**config.mk**
```make
export PLATFORM = sky130hd
export DESIGN_NAME = ib_rx_fifo
export DESIGN_NICKNAME = d
export VERILOG_FILES = /design/src/rtl/ib_rx_fifo.sv
export SDC_FILE = /design/constraint.sdc
export NUM_CORES = 1
export LEC_CHECK = 0
export CAP_MARGIN = 30
export CORE_MARGIN = 1.5
export CORE_UTILIZATION = 57
export DETAILED_ROUTE_END_ITERATION = 6
export PLACE_DENSITY = 0.81
export SLEW_MARGIN = 20
export SYNTH_ARGS = -nofsm -noshare
export SYNTH_HDL_FRONTEND = slang
export SYNTH_SLANG_ARGS = --single-unit
```
**constraint.sdc**
```tcl
create_clock -name clk -period 3.1 [get_ports clk]
set_clock_uncertainty 0.05 [all_clocks]
set_input_delay 0.465 -clock clk [delete_from_list [all_inputs] [get_ports clk]]
set_output_delay 0.465 -clock clk [all_outputs]
set_load 0.02 [all_outputs]
```
**src/rtl/ib_rx_fifo.sv**
```systemverilog
// rtl/ib_rx_fifo.sv - receive byte/talk FIFO between the serial receiver and the instrument-bus logic
// Bytes and talk markers share one ordered queue; backpressure withholds rx_ack_n / rx_talk_ack.
module ib_rx_fifo #(
  parameter int DEPTH = 8
) (
  input  logic                     clk,
  input  logic                     nrst,
  input  logic [7:0]               rx_data,
  input  logic                     rx_valid,
  output logic                     rx_ack_n,
  input  logic                     rx_talk,
  output logic                     rx_talk_ack,
  input  logic                     flush,
  output logic [7:0]               out_data,
  output logic                     out_talk,
  output logic                     out_valid,
  input  logic                     out_ready,
  output logic [$clog2(DEPTH):0]   level
);
  localparam int PW = $clog2(DEPTH);
  localparam int LW = PW + 1;

  typedef enum logic {ING_IDLE, ING_ACK} ing_state_t;

  ing_state_t    state_q, state_d;
  logic          rx_ack_n_q, rx_ack_n_d;
  logic          rx_talk_ack_q, rx_talk_ack_d;
  logic [PW-1:0] wr_ptr_q, wr_ptr_d;
  logic [PW-1:0] rd_ptr_q, rd_ptr_d;
  logic [LW-1:0] level_q, level_d;
  logic [8:0]    mem_q [DEPTH];

  logic       full;
  logic       talk_wr;
  logic       data_wr;
  logic       wr_en;
  logic       rd_en;
  logic [8:0] wr_entry;

  assign full = (level_q == LW'(DEPTH));

  // Talk wins over data, and the cycle after a talk ack is dead so a still-high rx_talk is not re-queued.
  assign talk_wr  = rx_talk && !rx_talk_ack_q && !full && (state_q == ING_IDLE);
  assign data_wr  = rx_valid && !rx_talk && !rx_talk_ack_q && !full && (state_q == ING_IDLE);
  assign wr_en    = talk_wr || data_wr;
  assign rd_en    = (level_q != '0) && out_ready;
  assign wr_entry = talk_wr ? 9'h100 : {1'b0, rx_data};

  always_comb begin
    state_d       = state_q;
    rx_ack_n_d    = rx_ack_n_q;
    rx_talk_ack_d = talk_wr;
    wr_ptr_d      = wr_ptr_q;
    rd_ptr_d      = rd_ptr_q;
    level_d       = level_q;

    case (state_q)
      ING_IDLE: begin
        if (data_wr) begin
          state_d    = ING_ACK;
          rx_ack_n_d = 1'b0;
        end
      end
      ING_ACK: begin
        if (!rx_valid) begin
          state_d    = ING_IDLE;
          rx_ack_n_d = 1'b1;
        end
      end
      default: begin
        state_d    = ING_IDLE;
        rx_ack_n_d = 1'b1;
      end
    endcase

    // Flush drops queue state only; the handshake sequencing above still completes.
    if (flush) begin
      wr_ptr_d = '0;
      rd_ptr_d = '0;
      level_d  = '0;
    end else begin
      if (wr_en) wr_ptr_d = wr_ptr_q + PW'(1);
      if (rd_en) rd_ptr_d = rd_ptr_q + PW'(1);
      level_d = level_q + LW'(wr_en) - LW'(rd_en);
    end
  end

  always_ff @(posedge clk or negedge nrst) begin
    if (!nrst) begin
      state_q       <= ING_IDLE;
      rx_ack_n_q    <= 1'b1;
      rx_talk_ack_q <= 1'b0;
      wr_ptr_q      <= '0;
      rd_ptr_q      <= '0;
      level_q       <= '0;
    end else begin
      state_q       <= state_d;
      rx_ack_n_q    <= rx_ack_n_d;
      rx_talk_ack_q <= rx_talk_ack_d;
      wr_ptr_q      <= wr_ptr_d;
      rd_ptr_q      <= rd_ptr_d;
      level_q       <= level_d;
    end
  end

  always_ff @(posedge clk) begin
    if (wr_en) mem_q[wr_ptr_q] <= wr_entry;
  end

  // Head is masked when empty so stale contents never show after reset or flush.
  assign out_valid   = (level_q != '0);
  assign out_data    = out_valid ? mem_q[rd_ptr_q][7:0] : 8'h00;
  assign out_talk    = out_valid && mem_q[rd_ptr_q][8];
  assign rx_ack_n    = rx_ack_n_q;
  assign rx_talk_ack = rx_talk_ack_q;
  assign level       = level_q;

endmodule

```
---- Word level (Yosys, flattened, before mapping) ----
Memories as Yosys holds them, arrays and structs flattened.
Index checks and enable logic that the tools add are counted.
word-level totals
  memory bits (read-only) ................. 0
  register bits after elaboration ......... 13
  input port bits ......................... 14
  bits in latches ......................... 0
  memories kept ........................... 1
  word-level logic and storage cells ...... 47
  RAM bits ................................ 72
  output and inout port bits .............. 16
memory list
  name   words  bits a word  rd ports  clocked after memory_dff  wr ports  line  text
  mem_q  8      9            1         0                         1         31    logic [8:0] mem_q [DEPTH];
operators by class
  $mul .................................... 0
  divide/modulo/power cells ............... 0
  bitwise operators ....................... 1
  multiplexer cells ....................... 15
  eq/ne operators ......................... 3
  $lt $le $gt $ge ......................... 0
  shift-type cells ........................ 0
  reductions and logical operators ........ 17
  add/subtract/negate cells ............... 4
operators by type and width
  kind                                                           number
  3-bit two-way mux                                              4
  1-bit logical AND                                              9
  9-bit two-way mux                                              1
  8-bit two-way mux                                              1
  3-bit by 1-bit adder with 3-bit output, second input constant  2
  1-bit two-way mux                                              6
  4-bit by 1-bit adder with 4-bit output                         1
  4-bit equality test, second input constant                     1
  4-bit two-way mux                                              1
  2-bit != test, second input constant                           2
  1-bit one-hot mux with 2 select lines                          2
  2-bit nonzero test                                             2
  4-bit nonzero test                                             1
  4-bit by 1-bit subtractor with 4-bit output                    1
  1-bit logical NOT                                              3
  2-bit AND reduction                                            1
  1-bit logical OR                                               1
  1-bit inverter                                                 1

---- Depth between registers and ports, before layout ----
Gate-level depths: netlist of the first run.
  depth after elaboration ................. 9
  gate-level depth with buffers ........... 10
  depth with buffers taken out ............ 10

---- Worst setup path before layout of the first run ----
No wires, ideal clock.
  path kind ............................... flip-flop to flip-flop
  start point ............................. register level_q[2], in the netlist level[2]
  end point ............................... register level_q[3], in the netlist level[3]
  path slack .............................. 434 ps
  cell stages (with the launch flop) ...... 11
  arrival time ............................ 2492 ps
  setup time .............................. 125 ps
  required time ........................... 2925 ps
  clock period less this slack ............ 2666 ps
  path buffers ............................ 0
  cell sequence ........................... dfrtp_1 -> inv_1 -> ha_1 -> nor3b_1 -> or3_2 -> ha_1 -> inv_1 -> ha_1 -> a21o_1 -> a21oi_1 -> mux2_2
on the way
  cells in the longest elaborated chain, start to end .. 8
  elaborated cells between the ends (all ways) .. 12
  classes of those cells .................. add/sub: 2; eq/ne: 1; mux: 1; reduce/logical: 8
RTL lines
  element                                             line    text
  from (decl)                                         30      logic [LW-1:0] level_q, level_d;
  from (signal assigned)                              102     level_q <= level_d;
  4-bit equality test                                 40      assign full = (level_q == LW'(DEPTH));
  1-bit logical NOT                                   43, 44
  1-bit logical AND (on tied branches) (2 in series)  43, 44
  1-bit logical OR                                    45      assign wr_en = talk_wr || data_wr;
  4-bit by 1-bit adder with 4-bit output              84      level_d = level_q + LW'(wr_en) - LW'(rd_en);
  4-bit by 1-bit subtractor with 4-bit output *       84
  4-bit two-way mux *                                 77      if (flush) begin
  net level_d[3]                                      30
The timed path passes the listed nets; every way through them passes the cells marked *.
A chain may end at the register's enable or synchronous reset.

---- Worst setup path in the final report of the first run ----
  start point ............................. register level_q[2], in the netlist level[2]
  end point ............................... output out_data[2]
on the way
  cells in the longest elaborated chain, start to end .. 2
RTL lines
  element             line  text
  4-bit nonzero test  111   assign out_valid = (level_q != '0);
  8-bit two-way mux   112   assign out_data = out_valid ? mem_q[rd_ptr_q][7:0] : 8'h00;
  to (decl)           14    output logic [7:0] out_data,
Every way passes these cells.

==> qor.yml, run 1 <==
status: "finished, final reports clean"
critPathBufInv: 2
dr_total_vias: 1883
synth.distinct_cells: 38
port_buffers: 29
grt_pass1_vias: 1946
clockBufferDepth: 2
drt_iter0_markers: 115
crit_type: "reg2out"
grt_pass1_wl_um: 9980
antenna_cells: 0
instances_no_fill: 326
fill_cells: 379
vias_per_cell: 5.78
htree_num_levels: 3
ys_seq_area_frac: 0.701
die_h_um: 81.9
rsz0062_at_grt: "false"
synthAdderAreaFrac: 0.0338
ys_ff_latch: 85
drc: 0
initial_core_util: 0.596
cp_max_fo: 9
synth.area.mux_share: 0.121
area_delta_synth_final_pct: 18.5
grt_usage: 0.220
post_drt_wl_per_cell_um: 19.7
yosysTopAreaCellShare: 0.609
core-area_um2: 5960
tns_ns: 0
crit_slowest_cell: "clkdlybuf4s50_1"
yosys-top-cells-area: "edfxtp_1 61%, mux4_2 11%, dfrtp_1 8.5%, ha_1 2.8%, a22o_1 2.2%"
postCtsSetupRepairBufs: 0
final-max-slew-violation-count: 0
start_kind: "flop"
gp_congestion: 0.744
period_share: 0.946
synth.net_count: 222
p_leak_nw: 1.48
cts_sinks: 85
whs_ns: 0.452
cts_root_buf: "clkbuf_8"
yosys.area_share.simple: 0.0761
fin_crit_ns: 2.93
antenna_found_initial: 0
syn_area_per_cell_um2: 17.8
drt_first_pass_iters: 4
synth-xor-area-share: 0.00247
crit_required_ns: 2.58
worst_slew_margin_rel: 0.577
final_layout_size_suffix_gt1_frac: 0.223
power_density_nw_per_um2: 820
synth_compound_area_frac: 0.0483
die_area_um2: 6710
boundaryPins: 30
numCtsBuffers: 9
placed_cells: 310
fin_ws_ns: 0.168
tightest_slew_ns: 0.632
crit_chain: "inv_1 -> ha_1 -> nor3b_2 -> nor2_2 -> a22o_1 -> clkdlybuf4s50_1"
ys_warn_count: 0
overflow: 0
max_cap_viol_count: 0
final_nets: 269
dieWidth_um: 81.9
syn_area_um2: 3550
hold_class: "reg2reg"
max_freq_mhz: 341
routed_wirelength_um: 6430
finalHoldViolCount: 0
slowest_delay_ns: 0.60
grt_max_degree: 19
cts.clk_slew.worst_paths_ns: 0.08
dp_slack_ns: 0.213
synth_top_family_by_area: "multiplexers"
vdd_ir_drop_max_mv: 0.529
final-setup-viol-count: 0
rows: 28
p_total_mw: 3.45
multi_input_area_um2: 1000
end_kind: "output pin"
cp.arrival_ns: 2.42
yosysTopAreaCell: "edfxtp_1"
synth_cells: 199
dp.final_hpwl_um: 4270
seqCellArea_um2: 2490
drtAntennaViolNets: 0
insertion_delay_ns: 0.34
crit_family: "buffers and inverters"
cts_tree: "done"
==> Yosys cell counts <==
cell / count
a21oi_1: 4
o21a_1: 1
nor3_2: 1
or2_4: 1
buf_4: 1
or3b_2: 1
dfstp_2: 1
or3_1: 1
nand4b_1: 3
buf_1: 1
edfxtp_1: 72
or4_4: 1
buf_2: 3
a22o_1: 9
nor3b_2: 1
o31ai_1: 2
inv_1: 10
and2_1: 8
nor3b_1: 1
nand2b_1: 2
nor2_1: 16
a31o_2: 1
ha_1: 8
nand3_1: 2
o22ai_1: 1
a311oi_1: 1
mux2_2: 2
a21oi_2: 1
or3_2: 1
nor2b_1: 4
nor3_1: 2
nand2_1: 1
a21o_1: 1
dfrtp_1: 12
o21ai_0: 2
xnor2_1: 1
mux4_2: 18
fa_1: 1
==> power breakdown <==
part	internal, mW	switching, mW
combinational	0.583	0.612
clock	0.372	0.382
sequential	1.43	0.0689
==> cells by family after synthesis <==
group / Yosys count
buf+inv: 15
flops: 85
mux: 20
fa+ha+maj: 9
compound gates: 23
xor+xnor: 1
simple gates: 46
==> tightest hold or removal path: stages (launching register included) <==
cell and delay (ns):
dfstp_2 0.38, inv_1 0.04, o22ai_1 0.08
==> routing by layer <==
| metal | track usage | share of wire | vias to the layer above |
|---|---|---|---|
| met5 | 0 | 0 | - |
| met4 | 0.141 | 0.020 | 0 |
| met3 | 0.0411 | 0.053 | 12 |
| met2 | 0.353 | 0.50 | 57 |
| met1 | 0.276 | 0.43 | 934 |
| li1 | - | - | 880 |
==> area by class of cell <==
class                   instances  area share
clock inverters                 6      0.0149
multi-input cells              99       0.239
well taps                      75      0.0223
repair buffers                 41      0.0934
clock buffers                  10      0.0303
inverters                      10     0.00892
flip-flops and latches         85       0.592
==> flip-flops by register name, summed over array words and instances (netlist names) <==
| register | count |
|---|---|
| state_q | 1 |
| mem_q | 72 |
| rd_ptr_q | 3 |
| rx_ack_n | 1 |
| rx_talk_ack | 1 |
| wr_ptr_q | 3 |
| level | 4 |
==> metrics by stage <==
stage           util  cell area (um2)
2_1_floorplan      -             3550
4_1_cts        0.706             4210
3_5_place_dp   0.674             4010
5_1_grt        0.706             4210
3_3_place_gp   0.674             4010
6_report       0.706             4210
==> cells in the final DEF, fill, tap and decap left out, types with 2 or more instances in the layout <==
cell / count
clkbuf_8: 9
a21oi_1: 4
clkdlybuf4s50_1: 29
o21ai_0: 2
clkinv_1: 2
inv_1: 10
o31ai_1: 2
ha_1: 8
mux4_2: 18
dfrtp_1: 12
a22o_1: 9
nand3_1: 2
nor3_1: 2
nand2b_1: 2
edfxtp_1: 72
nor2_1: 14
and2_1: 8
nand4b_1: 3
mux2_2: 2
nor2b_1: 4
buf_4: 11
nor2_2: 2
==> timing repair <==
item                       4_1_cts  5_1_grt
setup endpoints to repair        9        0
resized for setup                2        0
hold buffers                     0        0
==> worst paths after layout <==
kind	start	to	slack, ns	cells past startpoint
hold / removal	rx_ack_n	rx_ack_n	0.45	2
max in group asynchronous	nrst	rd_ptr_q[0]	2.13	1
min in group asynchronous	nrst	wr_ptr_q[0]	0.46	1
setup / recovery	level[2]	out_data[2]	0.17	6
setup reg to reg	level[2]	level[3]	0.45	10
hold reg to reg	rx_ack_n	rx_ack_n	0.45	2
(Power assumes the default switching activity.)
==> run 2, diff against run 1 <==
- CORE_UTILIZATION: 57 -> 30
- CTS_CLUSTER_SIZE: default -> 20
- PLACE_DENSITY: 0.81 -> 0.49
==> run 2 against run 1 <==
First-iteration DRC count grew 2.6%. Design area grew 4.7%. Global-route usage shrank 9.6 points. Critical path type unchanged.
==> qor.yml, run 2 (synthesized netlist as in run 1, its figures left out) <==
highest_layer: "met4"
fin_crit_ns: 2.90  # -0.0369 ns
cts_root_buf: "clkbuf_16"
cts_hold_buf: 0  # unchanged
insertion_delay_ns: 0.33  # about the same
route.met3.wl_um: 314  # -8.5%
antenna_cells: 0  # unchanged
crit_type: "reg2out"
final_cell_mix: "72 x edfxtp_1, 29 x clkdlybuf4s50_1, 18 x mux4_2"
max_freq_mhz: 345  # +1.3%
die_h_um: 112  # +36%
p_leak_nw: 1.54  # +3.5%
p_total_mw: 3.78  # +9.6%
worst_slew_margin_rel: 0.560  # -0.0174
cts_sinks: 85  # unchanged
die_area_um2: 12500  # +86%
drtAntennaViolNets: 0  # unchanged
post_drt_wl_per_cell_um: 18.5  # -6.0%
final_nets: 271  # +0.74%
largest-register: "mem_q"
clockBufferDepth: 2  # unchanged
dr_total_vias: 1898  # +0.80%
initial_core_util: 0.310  # -0.287
final_layout_size_suffix_gt1_frac: 0.221  # -0.00176
final-max-slew-violation-count: 0  # unchanged
final_common_cell: "edfxtp_1"
grt_max_degree: 22  # +3
power_density_nw_per_um2: 858  # +4.7%
end_kind: "output pin"
numCtsBuffers: 9  # unchanged
drt_first_pass_iters: 4  # unchanged
cts.clk_slew.worst_paths_ns: 0.06  # -0.02 ns
routed_wirelength_um: 7340  # +14%
rsz0062_at_grt: "false"
hold_depth: 2  # unchanged
start_kind: "flop"
crit_required_ns: 2.58  # about the same
grt_pass1_wl_um: 11300  # +14%
overflow: 0  # unchanged
hold_class: "reg2reg"
max_cap_viol_count: 0  # unchanged
status: "finished, final reports clean"
drc: 0  # unchanged
grt_pass1_vias: 1999  # +2.7%
dieWidth_um: 112  # +36%
rows: 39  # +39%
m1WireLength_um: 3460  # +25%
tightest_slew_ns: 0.658  # +0.0260 ns
whs_ns: 0.452  # +0.000720 ns
cp_max_fo: 9  # unchanged
tns_ns: 0  # unchanged
area_delta_synth_final_pct: 24.1
grt_usage: 0.125  # -0.0957
cts_tree: "done"
cp.arrival_ns: 2.38  # -0.04 ns
wl_met2_um: 3460  # +8.2%
vdd_ir_drop_max_mv: 0.332  # -37%
vias_per_cell: 4.79  # -17%
drt_iter0_markers: 118  # +2.6%
gp_congestion: 0.725  # -2.5%
largest_register_ffs: 72  # unchanged
postCtsSetupRepairBufs: 0  # unchanged
instances_no_fill: 396  # +21%
htree_num_levels: 3  # unchanged
port_buffers: 29  # unchanged
finalHoldViolCount: 0  # unchanged
r2r_cells: 10  # unchanged
core-area_um2: 11500  # +93%
dp.final_hpwl_um: 4630  # +8.5%
placed_cells: 380  # +23%
period_share: 0.934  # -0.0119
final-setup-viol-count: 0  # unchanged
antenna_found_initial: 0  # unchanged
boundaryPins: 30  # unchanged
run 2: cell count changes in the layout (fill, tap and decap cells not counted):
| cell | before | now |
|---|---|---|
| clkinv_4 | 1 | 0 |
| nor2_1 | 14 | 15 |
| clkinv_1 | 2 | 0 |
| clkbuf_8 | 9 | 0 |
| clkbuf_16 | 0 | 9 |
| clkbuf_1 | 1 | 4 |
| buf_4 | 11 | 13 |
| nor2_2 | 2 | 0 |
| nor2_4 | 0 | 1 |
run 2: area by class of cell:
class / instances / area [um2]
Inverter: 10 / 37.5
Clock inverter: 3 / 46.3
Timing Repair Buffer: 43 / 408
Multi-Input combinational cell: 99 / 1010
Clock buffer: 13 / 240
Fill cell: 1069 / 7060
Sequential cell: 85 / 2490
Tap cell: 143 / 179
run 2: repair_timing:
| action | CTS | global route |
|---|---|---|
| endpoints found under the setup margin | 9 | 1 |
| pin swaps | 0 | 0 |
| resized for setup | 1 | 1 |
run 2: metrics by stage:
stage,setup slack [ns],instance area (um2),util
3_3_place_gp,0.185,4110,0.359
5_1_grt,0.0546,4410,0.384
2_1_floorplan,0.434,3550,-
3_5_place_dp,0.163,4110,0.359
6_report,0.205,4410,0.384
4_1_cts,0.0772,4400,0.384
run 2: routing by layer:
layer / global-route usage / up-vias
met5: 0 / -
met1: 0.170 / 972
met2: 0.187 / 39
li1: - / 879
met4: 0.0464 / 0
met3: 0.0386 / 8
run 2: final timing paths:
path / start / to / slack [ns]
hold / removal: rx_ack_n / rx_ack_n / 0.45
min in group asynchronous: nrst / level[2] / 0.49
setup reg to reg: level[2] / level[3] / 0.48
hold reg to reg: rx_ack_n / rx_ack_n / 0.45
max in group asynchronous: nrst / wr_ptr_q[2] / 2.09
setup / recovery: level[2] / out_talk / 0.20
run 2: power breakdown:
group	leakage, nW	total (mW)	switching, mW	internal (mW)
sequential	0.830	1.50	0.0629	1.43
combinational	0.572	1.25	0.643	0.604
clock	0.134	1.04	0.409	0.628
total	1.54	3.78	1.12	2.67
run 2: worst max-delay path, cell delays in order (launching register included):
cell and delay (ns):
dfrtp_1 0.37, inv_1 0.09, ha_1 0.14, nor3b_2 0.26
buf_4 0.19, nor2_1 0.04, buf_4 0.18, a22o_1 0.22
clkdlybuf4s50_1 0.54
==> variant, RTL diff (settings of run 1) <==
`DEPTH`: 8 -> 4.
--- a/src/rtl/ib_rx_fifo.sv
+++ b/src/rtl/ib_rx_fifo.sv
@@ -2,5 +2,5 @@
 // Bytes and talk markers share one ordered queue; backpressure withholds rx_ack_n / rx_talk_ack.
 module ib_rx_fifo #(
-  parameter int DEPTH = 8
+  parameter int DEPTH = 4
 ) (
   input  logic                     clk,
Interface: changed (resized level); port bits go from 30 to 29. The function was not compared with the original's and may differ.
==> variant against run 1 <==
  * Setup slack better by 0.32 ns
  * Sequential share of layout area down 5.0 points
  * Sequential cell count down 39
  * Design area down 42%
  * Wire length down 46%
  * Synthesized area down 43%
  * Maximum frequency up 12%
  * Total power down 35%
  * Register-to-register slack better by 0.14 ns
==> variant: results (changes against run 1) <==
[route]
detail_route.vias_per_cell=5.464  ; was 5.776
vias=1142  ; was 1883
drtIter0Drc=44  ; was 115
drt-wirelength-per-cell_um=16.58  ; was 19.73 um

[synthesis]
netlist_top_cells_count=edfxtp_1, inv_1, nor2b_1, dfrtp_1, mux4_2  ; was edfxtp_1, mux4_2, nor2_1, dfrtp_1, inv_1
muxShareOfSynthArea=0.1121  ; was 0.1205
synthAdderAreaFrac=0.04683  ; was 0.03383
synth-compound-area-share=0.01787  ; was 0.04827
yosys.cell_types.count=30  ; was 38
async_reset_ff_frac=0.2174  ; was 0.1529
synth_edf_count=36  ; was 72
synth_area_leaders=edfxtp_1, dfrtp_1, mux4_2, ha_1, nor2b_1  ; was edfxtp_1, mux4_2, dfrtp_1, ha_1, a22o_1

[layout]
largest_register_ffs=36  ; was 72
drive_gt1_frac=0.1840  ; was 0.2231

[clock_network]
cts_made_buffers=5  ; was 9
cts_resized=0  ; was 2
cts_max_level=2  ; was 3
clockRootBuffer=clkbuf_4  ; was clkbuf_8
clk-insertion-delay-late_ns=0.37  ; was 0.34 ns

[outcome]
status=finished, final reports clean  ; unchanged

[setup_path]
crit_arrival_ns=2.10  ; was 2.42 ns
slowest_delay_ns=0.53  ; was 0.60 ns
cp_max_fo=6  ; was 9

[grt]
grt_start_max_net_pins=16  ; was 19
grt_pass1_wl_um=5871  ; was 9977 um

[placement]
place_hpwl_um=2502  ; was 4269 um
gp_congestion=0.7143  ; was 0.7440

variant: worst paths after layout:
check / from / to / slack [ns] / depth (start not counted)
worst max-delay path: rd_ptr_q[0] / out_data[2] / 0.49 / 4
worst min-delay path: nrst / state_q / 0.35 / 1
worst max register to register: level[1] / level[2] / 0.59 / 10
worst min register to register: rx_ack_n / rx_ack_n / 0.51 / 2
max in group asynchronous: nrst / rx_ack_n / 2.30 / 1
min in group clk: rx_ack_n / rx_ack_n / 0.51 / 2
variant: metal layers:
| layer | GRT usage | wire [um] | vias to the layer above |
|---|---|---|---|
| met5 | 0 | 0 | - |
| met4 | 0.06389 | 39 | 0 |
| met3 | 0.06306 | 130 | 6 |
| met2 | 0.3616 | 1900 | 22 |
| met1 | 0.2426 | 1394 | 582 |
| li1 | - | - | 532 |
variant: where the power goes:
| part | switching, uW | internal [uW] |
|---|---|---|
| combinational | 466 | 480 |
| sequential | 82.8 | 841 |
| clock | 192 | 171 |
variant: area by class of cell:
| class | count | area, sq um | share of cell area |
|---|---|---|---|
| clock buffers | 5 | 37.54 | 0.01526 |
| clock inverters | 3 | 43.79 | 0.01780 |
| inverters | 10 | 37.54 | 0.01526 |
| multi-input cells | 67 | 640.6 | 0.2604 |
| flip-flops and latches | 46 | 1333 | 0.5417 |
| well taps | 46 | 57.56 | 0.02340 |
| repair buffers | 32 | 310.3 | 0.1261 |
variant: worst register-to-register path: stages (launching register included):
cell	delay, ns
dfrtp_1	0.50
o31ai_1	0.41
inv_1	0.08
ha_1	0.29
inv_1	0.05
ha_1	0.13
inv_1	0.05
fa_1	0.37
xor2_1	0.16
and2_2	0.20
nor3_1	0.13
